===== config.mk =====
export PLATFORM = sky130hd
export DESIGN_NAME = fp_cmp_arbiter
export DESIGN_NICKNAME = d
export VERILOG_FILES = /design/src/rtl/fp_cmp_pkg.sv /design/src/rtl/fp_le_core.sv /design/src/rtl/fp_cmp_arbiter.sv
export SDC_FILE = /design/constraint.sdc
export NUM_CORES = 1
export LEC_CHECK = 0
export BUFFER_PORTS_ARGS = -buffer_cell sky130_fd_sc_hd__clkbuf_2
export CORE_MARGIN = 10
export CORE_UTILIZATION = 39
export CTS_CLUSTER_DIAMETER = 30
export DETAILED_ROUTE_END_ITERATION = 6
export HOLD_SLACK_MARGIN = 0.15
export PLACE_DENSITY_LB_ADDON = 0.3
export SYNTH_ARGS = -nofsm -noshare
export SYNTH_HDL_FRONTEND = slang
export SYNTH_SLANG_ARGS = --single-unit
export TNS_END_PERCENT = 30

===== constraint.sdc =====
create_clock -name clk -period 5.32 [get_ports clk]
set_clock_uncertainty 0.1 [all_clocks]
set_input_delay 0.266 -clock clk [delete_from_list [all_inputs] [get_ports clk]]
set_output_delay 0.266 -clock clk [all_outputs]
set_load 0.01 [all_outputs]

===== src/rtl/fp_cmp_pkg.sv =====
// rtl/fp_cmp_pkg.sv - exception encodings and operand field helpers for the shared FP compare
package fp_cmp_pkg;

    localparam logic [1:0] EXC_ZERO   = 2'b00;
    localparam logic [1:0] EXC_NORMAL = 2'b01;
    localparam logic [1:0] EXC_INF    = 2'b10;
    localparam logic [1:0] EXC_NAN    = 2'b11;

    localparam int EXP_W = 11;

    // Exception class and sign of the difference A - B; all the decision stage needs.
    typedef struct packed {
        logic [1:0] ex;
        logic       s;
    } diff_t;

    function automatic int exc_hi(input int width);
        return width;
    endfunction

    function automatic int exc_lo(input int width);
        return width - 1;
    endfunction

    function automatic int sign_bit(input int width);
        return width - 2;
    endfunction

endpackage


===== src/rtl/fp_le_core.sv =====
// rtl/fp_le_core.sv - pipelined FP subtract (class/sign of A-B) plus registered A<=B decision
module fp_le_core
    import fp_cmp_pkg::*;
#(
    parameter int WIDTH   = 34,
    parameter int SUB_LAT = 3
) (
    input  logic           clk,
    input  logic           rst,
    input  logic [WIDTH:0] a,
    input  logic [WIDTH:0] b,
    output logic           le,
    output logic           unord
);

    localparam int EXH = exc_hi(WIDTH);
    localparam int EXL = exc_lo(WIDTH);
    localparam int SGN = sign_bit(WIDTH);

    logic [1:0]   ea;
    logic [1:0]   eb;
    logic         sa;
    logic         sb;
    logic [SGN:0] ma;
    logic [SGN:0] mb;
    logic         a_top;
    logic         b_top;
    diff_t        diff;
    diff_t        pipe [SUB_LAT];

    assign ea    = a[EXH:EXL];
    assign eb    = b[EXH:EXL];
    assign sa    = a[SGN];
    assign sb    = b[SGN];
    // Magnitude with hidden one; zeros collapse to 0 so +0 and -0 compare equal.
    assign ma    = (ea == EXC_NORMAL) ? {1'b1, a[SGN-1:0]} : '0;
    assign mb    = (eb == EXC_NORMAL) ? {1'b1, b[SGN-1:0]} : '0;
    assign a_top = &a[SGN-1 -: EXP_W];
    assign b_top = &b[SGN-1 -: EXP_W];

    always_comb begin
        diff    = '0;
        diff.ex = EXC_NORMAL;
        if (ea == EXC_NAN || eb == EXC_NAN) begin
            diff.ex = EXC_NAN;
        end else if (ea == EXC_INF && eb == EXC_INF) begin
            if (sa == sb) begin
                diff.ex = EXC_NAN;
            end else begin
                diff.ex = EXC_INF;
                diff.s  = sa;
            end
        end else if (ea == EXC_INF) begin
            diff.ex = EXC_INF;
            diff.s  = sa;
        end else if (eb == EXC_INF) begin
            diff.ex = EXC_INF;
            diff.s  = ~sb;
        end else if (ma == '0 && mb == '0) begin
            diff.ex = EXC_ZERO;
        end else if (sa != sb) begin
            // Effective addition: result takes A's sign and can overflow at the top binade.
            diff.s = sa;
            if (ea == EXC_NORMAL && eb == EXC_NORMAL && a_top && b_top) begin
                diff.ex = EXC_INF;
            end
        end else if (ma == mb) begin
            diff.ex = EXC_ZERO;
        end else begin
            diff.s = (ma > mb) ? sa : ~sa;
        end
    end

    always_ff @(posedge clk or posedge rst) begin
        if (rst) begin
            for (int i = 0; i < SUB_LAT; i++) begin
                pipe[i] <= '0;
            end
            le    <= 1'b0;
            unord <= 1'b0;
        end else begin
            pipe[0] <= diff;
            for (int i = 1; i < SUB_LAT; i++) begin
                pipe[i] <= pipe[i-1];
            end
            case (pipe[SUB_LAT-1].ex)
                EXC_ZERO: begin
                    le    <= 1'b1;
                    unord <= 1'b0;
                end
                EXC_NAN: begin
                    le    <= 1'b0;
                    unord <= 1'b1;
                end
                default: begin
                    le    <= pipe[SUB_LAT-1].s;
                    unord <= 1'b0;
                end
            endcase
        end
    end

endmodule


===== src/rtl/fp_cmp_arbiter.sv =====
// rtl/fp_cmp_arbiter.sv - round-robin sharing of one pipelined FP A<=B comparator with ID tagging
module fp_cmp_arbiter
    import fp_cmp_pkg::*;
#(
    parameter int WIDTH   = 34,
    parameter int NREQ    = 4,
    parameter int IDW     = 2,
    parameter int SUB_LAT = 3
) (
    input  logic                      clk,
    input  logic                      rst,
    input  logic [NREQ-1:0]           req_valid,
    output logic [NREQ-1:0]           req_ready,
    input  logic [NREQ*(WIDTH+1)-1:0] req_a,
    input  logic [NREQ*(WIDTH+1)-1:0] req_b,
    output logic                      rsp_valid,
    output logic [IDW-1:0]            rsp_id,
    output logic                      rsp_le,
    output logic                      rsp_unord,
    output logic                      busy
);

    localparam int             OPW    = WIDTH + 1;
    localparam int             DEPTH  = SUB_LAT + 1;
    localparam logic [IDW:0]   NREQ_W = (IDW+1)'(NREQ);

    logic [IDW-1:0]   ptr;
    logic [IDW-1:0]   gnt_id;
    logic             gnt_any;
    logic [IDW:0]     cand;
    logic [WIDTH:0]   a_sel;
    logic [WIDTH:0]   b_sel;
    logic [DEPTH-1:0] tag_valid;
    logic [IDW-1:0]   tag_id [DEPTH];
    logic             core_le;
    logic             core_unord;
    logic             le_hold;
    logic             unord_hold;

    // First asserted request scanning upward from the pointer, wrapping at NREQ.
    always_comb begin
        gnt_any = 1'b0;
        gnt_id  = '0;
        cand    = '0;
        for (int k = 0; k < NREQ; k++) begin
            cand = {1'b0, ptr} + k[IDW:0];
            if (cand >= NREQ_W) begin
                cand = cand - NREQ_W;
            end
            if (!gnt_any && !rst && req_valid[cand[IDW-1:0]]) begin
                gnt_any = 1'b1;
                gnt_id  = cand[IDW-1:0];
            end
        end
    end

    always_comb begin
        req_ready = '0;
        a_sel     = '0;
        b_sel     = '0;
        for (int i = 0; i < NREQ; i++) begin
            if (gnt_any && gnt_id == i[IDW-1:0]) begin
                req_ready[i] = 1'b1;
                a_sel        = req_a[i*OPW +: OPW];
                b_sel        = req_b[i*OPW +: OPW];
            end
        end
    end

    always_ff @(posedge clk or posedge rst) begin
        if (rst) begin
            ptr <= '0;
        end else if (gnt_any) begin
            ptr <= ({1'b0, gnt_id} == NREQ_W - 1'b1) ? '0 : gnt_id + 1'b1;
        end
    end

    always_ff @(posedge clk or posedge rst) begin
        if (rst) begin
            tag_valid <= '0;
            for (int i = 0; i < DEPTH; i++) begin
                tag_id[i] <= '0;
            end
            le_hold    <= 1'b0;
            unord_hold <= 1'b0;
        end else begin
            tag_valid <= {tag_valid[DEPTH-2:0], gnt_any};
            tag_id[0] <= gnt_id;
            for (int i = 1; i < DEPTH; i++) begin
                tag_id[i] <= tag_id[i-1];
            end
            le_hold    <= rsp_le;
            unord_hold <= rsp_unord;
        end
    end

    fp_le_core #(
        .WIDTH  (WIDTH),
        .SUB_LAT(SUB_LAT)
    ) u_core (
        .clk  (clk),
        .rst  (rst),
        .a    (a_sel),
        .b    (b_sel),
        .le   (core_le),
        .unord(core_unord)
    );

    // Core decision register runs every cycle; outputs freeze on the last real result.
    assign rsp_valid = tag_valid[DEPTH-1];
    assign rsp_id    = tag_id[DEPTH-1];
    assign rsp_le    = rsp_valid ? core_le : le_hold;
    assign rsp_unord = rsp_valid ? core_unord : unord_hold;
    assign busy      = |tag_valid;

endmodule


==> results by group, run 1 <==
Worst setup path
  • Worst setup path end: u_core.pipe[6]
  • Reg-to-Reg End: u_core.pipe[6]
  • Kind of critical path: reg2reg
  • Crit. End Element: register
  • WP data required: approximately 5400 ps
  • Worst Setup Start Kind: register
  • Worst EP arrival: 5000 ps
  • Worst r2r path cells: 25
  • R2R Path Start: ptr[0]
  • CP max-delay cell: dfrtp_2
  • Reg2Reg Setup Slack: 360 ps
  • Critical path's largest stage delay: around 430 ps
  • Critical path peak fanout: 20
  • CP startpoint: ptr[0]

Pwr
  • Switching share of power: 45.04%
  • LEAKAGE: 3.134 nW
  • Pint: 860.9 uW
  • PwrDens: approximately 250 nW/um^2
  • Seq pwr share: 18.2%
  • Pwr Total: 1.567 mW
  • Net Switching: 705.6 uW
  • Combinational fraction of design power: 71.1%
  • Maximum vdd drop: 199.0 uV
  • Clk pwr share: 10.8%

Finish
  • Commonest non-fill, non-tap cell in the layout: clkbuf_2
  • Post-route design area: 6375 um^2
  • Register area: 678.2 um^2
  • Final #Nets: around 1.3k
  • Layout cell share with drive strength beyond 1: approximately 39%
  • Fill cell count: 1,123
  • Diode count: 0
  • Fin util: 58.30%
  • Synthesis-to-finish area growth: 44.83%
  • Area of the multi-input gates: 3498 um^2
  • Most frequent cells in the layout: clkbuf_2, nand2_1, nor2_1

Logic synthesis
  • Post-synth ARST share: 100.0%
  • Syn Area/Cell: 6.560 um^2
  • Cells after Synth: 671
  • Post-synth EDFFs: 0
  • Synth Net Count: roughly 1,000
  • Synth cell types: 55
  • Yosys warning count: 0
  • Main combinational cell family by area after synthesis: compound AO/OA/AOI/OAI gates
  • Post-synth top flop: dfrtp_1
  • Post-Synth Simple-Gate Area: between 20% and 30%
  • Post-synthesis adder-cell area fraction: 11.65%
  • Multiplexer share of the synthesized area: between 1 and 1.5%
  • Post-synthesis sequential area ratio: around 15%
  • Number of synthesized register bits: 27
  • XOR/XNOR share of the synthesized area: 0%
  • Synth Area in Compound Gates: between 30% and 40%
  • Synthesized cell area: 4402 um^2

Floorplan
  • Die width: 126.2 um
  • DIE AREA: 15,940 um^2
  • I/O Pins: just under 300
  • Core footprint: around 11,000 um^2
  • FP Rows: 38
  • Initial Util: 40.25%
  • Chip Height: 126.2 um

Route
  • Remaining antenna violation count after routing: 0
  • Final wirelength: 20,410 um
  • DRT iter0 DRCs: 387
  • Drt pass-1 iters: 5
  • DRC viols: 0
  • Post-DR vias/cell: 5.611
  • Avg WL per Cell: between 15 and 20 um
  • Total number of vias: slightly above 6k

Timing
  • Max-slew violation count: 0
  • Tmin final: 4959 ps
  • Fin. Hold Viols: 0
  • Hold Slack: 247.9 ps
  • Max Fclk: 201.6 MHz
  • Final WS setup: 360.6 ps
  • Period utilisation layout: 93.22%
  • Worst slew pin tran: between 400 and 500 ps
  • Relative slew margins: 68.53%
  • Final setup viols: 0

Global route
  • Largest net degree at the start of global routing: 59
  • GR Util met3: around 5.6%
  • Number of global-route vias before repair: 6,069
  • GR Layer Usage met1: 26.66%
  • M2 GR Usage: 40.12%
  • Gr ovfl total: 0
  • Grt peak-use layer: met2
  • Total track usage: a little under a quarter
  • First-pass GRT wire length: 30,640 um
  • Initial antenna violation count: 0

Placement
  • Dpl cell area: 6047 um^2
  • GPL Wtd Cong: 0.9282
  • Detailed placement HPWL: 16,810 um
  • IO buf count: 295
  • Pre-CTS setup slack: 34.46 ps

Run status
  • Status: finished, final reports clean

Clocking
  • Worst-path clk slew: 70 ps
  • CTS tree: done
  • H-tree Lvls: 1
  • Skew-Pair Late Insertion Delay: between 200 and 300 ps
  • Clock Path Buffers: 2
  • Root Driver: clkbuf_16
  • Clock buffer count from CTS: 3
  • CTS sink count: 27

Worst hold path
  • Worst Hold Class: reg2reg

Job
  • Max_cap viols: 0
==> routing by layer <==
| layer | wire length [um] | vias up |
|---|---|---|
| met1 | 8045 | 2808 |
| met3 | 1593 | 30 |
| met2 | 10300 | 251 |
| li1 | - | 3027 |
| met4 | 476 | 0 |
| met5 | 0 | - |
==> synth_stat cells (2+ instances only) <==
library cell,count,area (um^2)
nand2_1,110,412.9
nor2_1,80,300.3
o21ai_0,74,370.4
a21oi_1,62,310.3
ha_1,41,513.0
clkbuf_1,31,116.4
dfrtp_1,27,675.7
nor3_1,27,135.1
a221oi_1,26,227.7
a221o_1,23,230.2
inv_1,14,52.55
nand3_1,14,70.07
buf_2,12,60.06
buf_1,11,41.29
nand4_1,10,62.56
nor2b_1,8,50.05
a31oi_1,7,43.79
and2_1,7,43.79
nor4_1,7,43.79
o2111ai_1,6,52.55
a211oi_1,5,37.54
nand3b_1,5,37.54
buf_4,4,30.03
mux2_2,4,45.04
o211ai_1,4,30.03
or2_2,4,25.02
or3_1,4,25.02
a21o_1,3,22.52
o221ai_1,3,26.28
o2bb2ai_1,3,26.28
a2111o_1,2,22.52
a211o_1,2,17.52
and3_1,2,12.51
clkinv_1,2,7.510
mux2i_1,2,20.02
nand4b_1,2,17.52
nor2_2,2,12.51
nor3b_1,2,15.01
o21a_1,2,15.01
o31ai_1,2,15.01
==> worst max-delay path, delay by kind of cell, from the launching register on <==
kind | cells | cell delay, ps
compound gates | 8 | 1620
buf+inv | 5 | 680
fa+ha+maj | 2 | 520
mux | 1 | 120
simple gates | 9 | 1340
flops | 1 | 430
==> flip-flops by register name (all words and copies together), names as in the netlist <==
signal	count
le_hold	1
u_core.pipe	9
u_core.unord	1
rsp_id	2
unord_hold	1
tag_valid	4
tag_id	6
u_core.le	1
ptr	2
==> repair_timing <==
| action | 4_1_cts | 5_1_grt |
|---|---|---|
| pin swaps | 0 | 6 |
| setup buffers | 0 | 8 |
| gates cloned | 0 | 3 |
| hold endpoints to repair | 27 | 0 |
| hold buffers | 1 | 0 |
| endpoints found under the setup margin | 1 | 3 |
| resized for setup | 1 | 29 |
==> worst min path at each step <==
stage               cells after the start            from             end  slack, ps
floorplan                               1             rst         le_hold        230
global placement                        0  u_core.pipe[4]  u_core.pipe[1]        230
detailed placement                      0  u_core.pipe[6]  u_core.pipe[3]        230
CTS                                     0  u_core.pipe[6]  u_core.pipe[3]        250
global route                            0  u_core.pipe[4]  u_core.pipe[1]        250
finish                                  0  u_core.pipe[6]  u_core.pipe[3]        250
==> power by group through the flow <==
| stage | Clock [mW] | Sequential, mW | Combinational [mW] |
|---|---|---|---|
| 6_report | 0.169 | 0.285 | 1.11 |
| 5_1_grt | 0.183 | 0.290 | 1.24 |
| 4_1_cts | 0.173 | 0.284 | 1.04 |
| 3_5_place_dp | 0 | 0.288 | 1.03 |
| 3_3_place_gp | 0 | 0.282 | 1.02 |
| 2_1_floorplan | 0 | 0.275 | 0.701 |
==> cells by family after synthesis <==
logic type / after synthesis
muxes: 6
and+or+nand+nor: 290
AOI/OAI and AO/OA: 230
adders and majority gates: 41
DFF: 27
buffers and inverters: 77
==> metrics by stage <==
stage          TNS, ps  instances
3_5_place_dp         0       1074
4_1_cts              0       1079
2_1_floorplan        0        671
3_3_place_gp         0       1074
6_report             0       1090
5_1_grt         -10.91       1090
==> layout make-up <==
class,instances,share of cell area [%]
multi-input combinational,568,54.88
timing repair buffer,333,29.05
sequential,27,10.64
tap,140,2.748
inverter,18,1.394
clock buffer,3,1.178
clock inverter,1,0.1178
No activity file was read; power rests on OpenSTA's default activity.
==> run 2, diff against run 1 <==
- REMOVE_ABC_BUFFERS: unset -> 1
==> run 2 against run 1 <==
  * First-iteration DRC count decreased by 4.4%
  * Die area unchanged
  * Global-route usage about the same
  * Sequential power decreased by 1%
  * Critical path type unchanged
  * Combinational power about the same
  * Power decreased by 1.6%
  * Clock-buffer cell count increased by 1
  * Sequential share of layout area increased by 0.054 points
  * Non-clock buffer count decreased by 3
  * Utilization decreased by 0.40 points
  * Sequential cell count unchanged
==> results by group, run 2 (synthesis results as in run 1) <==
Pwr
  • Maximum vdd drop: 230.7 uV
  • LEAKAGE: 3.125 nW
  • Pwr Total: 1.541 mW
  • PwrDens: around 240 nW/um^2

Clocking
  • Worst-path clk slew: 60 ps
  • Root Driver: clkbuf_16
  • H-tree Lvls: 1
  • CTS tree: done
  • Skew-Pair Late Insertion Delay: 250 ps
  • Clock buffer count from CTS: 3
  • CTS sink count: 27
  • Clock Path Buffers: 2

Worst setup path
  • Reg2Reg Setup Slack: 290 ps
  • WP data required: 5360 ps
  • Worst r2r path cells: 24
  • Critical path peak fanout: 12
  • Kind of critical path: reg2reg
  • R2R Path Start: ptr[0]
  • Crit. End Element: register
  • Reg-to-Reg End: u_core.pipe[6]
  • Worst Setup Start Kind: register
  • Worst EP arrival: 5080 ps

Timing
  • Max-slew violation count: 0
  • Fin. Hold Viols: 0
  • Worst slew pin tran: 433.2 ps
  • Final setup viols: 0
  • Max Fclk: around 200 MHz
  • Hold Slack: approximately 250 ps
  • Setup TNS: 0 ps
  • Relative slew margins: 71.12%
  • Tmin final: 5035 ps
  • Period utilisation layout: 94.63%
  • Final WS setup: 285.5 ps

Worst hold path
  • Hold endpoint: u_core.pipe[0]
  • Min-Delay Path Depth: 0
  • Worst Hold Class: reg2reg
  • Hold Crit Start: u_core.pipe[3]

Placement
  • Detailed placement HPWL: around 17,000 um
  • Pre-CTS setup slack: -123.2 ps
  • GPL Wtd Cong: 0.9163
  • IO buf count: 295

Job
  • Max_cap viols: 0

Floorplan
  • Die width: 126.2 um
  • DIE AREA: approximately 16,000 um^2
  • Initial Util: around two fifths
  • I/O Pins: 296
  • Chip Height: ~130 um
  • FP Rows: 38
  • Core footprint: ~11,000 um^2

Finish
  • Largest register FFs: 9
  • Most frequent cells in the layout: clkbuf_2, nand2_1, nor2_1
  • Commonest non-fill, non-tap cell in the layout: clkbuf_2
  • Final #Nets: 1,274
  • Largest regs: u_core.pipe: 9 flops, tag_id: 6 flops, tag_valid: 4 flops
  • Synthesis-to-finish area growth: 43.83%
  • Diode count: 0
  • Layout cell share with drive strength beyond 1: between 30% and 40%
  • Fill cell count: approximately 1.1k
  • Register area: 676.9 um^2
  • Area of the multi-input gates: about 3500 um^2
  • Most flop-heavy register: u_core.pipe

Route
  • Post-DR vias/cell: 5.495
  • Total number of vias: roughly 6.0k
  • Avg WL per Cell: 18.18 um
  • Drt pass-1 iters: 5
  • DRT iter0 DRCs: between 300 and 400
  • Final wirelength: 19,750 um
  • Remaining antenna violation count after routing: 0
  • DRC viols: 0

Global route
  • Number of global-route vias before repair: 6,051
  • First-pass GRT wire length: 30,550 um
  • Total track usage: 22.65%
  • Gr ovfl total: 0
  • Largest net degree at the start of global routing: 51
  • Initial antenna violation count: 0

Run status
  • Status: finished, final reports clean
run 2: cell types whose count changed in the layout (fill, tap and decap cells not counted), moves of 2 or more:
cell,delta
buf_12,+2
a221oi_1,-2
clkinvlp_4,-2
clkbuf_16,-2
a221oi_2,+2
buf_4,-2
run 2: through the flow:
| step | std cells | utilization [%] | cell area [um^2] |
|---|---|---|---|
| 5_1_grt | 1086 | 57.89 | 6331 |
| 3_5_place_dp | 1076 | 55.55 | 6075 |
| 2_1_floorplan | 612 | - | 4143 |
| 3_3_place_gp | 1076 | 55.55 | 6075 |
| 6_report | 1086 | 57.89 | 6331 |
| 4_1_cts | 1081 | 56.46 | 6175 |
run 2: what timing repair did:
item / CTS / global route
cloned: 0 / 0
endpoints found under the setup margin: 1 / 1
buffers inserted: 0 / 5
gates resized for setup: 3 / 23
pin swaps: 0 / 5
endpoints found under the hold margin: 27 / 0
hold buffers: 1 / 0
run 2: how the worst max path moves through the flow:
| stage | start | to | slack [ps] | cells after the start |
|---|---|---|---|---|
| floorplan | rst | u_core.pipe[6] | -1730 | 20 |
| global placement | ptr[0] | u_core.pipe[6] | 130 | 24 |
| detailed placement | ptr[1] | u_core.pipe[6] | -120 | 24 |
| CTS | ptr[1] | u_core.pipe[6] | 60 | 24 |
| global route | ptr[1] | u_core.pipe[6] | -10 | 24 |
| finish | ptr[0] | u_core.pipe[6] | 290 | 24 |
run 2: critical path, stage by stage (launching register included):
cell and delay, ps:
dfrtp_2 450, inv_1 80, nor3_1 50, o21a_1 210, a21oi_1 120, nor2_1 50, a31oi_1 170, o221ai_2 160
inv_2 140, ha_4 240, clkinv_1 190, o2bb2ai_2 220, a311oi_2 80, nor2_2 170, inv_1 100, or3_1 370
ha_1 300, nand4_1 70, or2_2 310, nor4_4 280, nor3b_2 220, nor4_1 70, o31ai_1 330, mux2i_1 130
a211o_1 290
run 2: layer usage:
metal	vias to the layer above	wire (um)	track usage, %
met5	-	0	0
met4	0	278	2.947
met3	22	1168	5.034
met2	208	10430	42.60
met1	2723	7864	25.94
li1	3015	-	-
run 2: report_power, final:
group | switching [mW] | internal (mW) | total, mW
Combinational | 0.606 | 0.491 | 1.10
Clock | 0.0612 | 0.102 | 0.163
Sequential | 0.0217 | 0.259 | 0.281
run 2: cell type report:
cell class                      instances  share of cell area [%]
Sequential cell                        27                   10.69
Clock buffer                            4                   1.245
Tap cell                              140                   2.767
Inverter                               18                   1.166
Multi-Input combinational cell        567                   55.51
Timing Repair Buffer                  330                   28.62
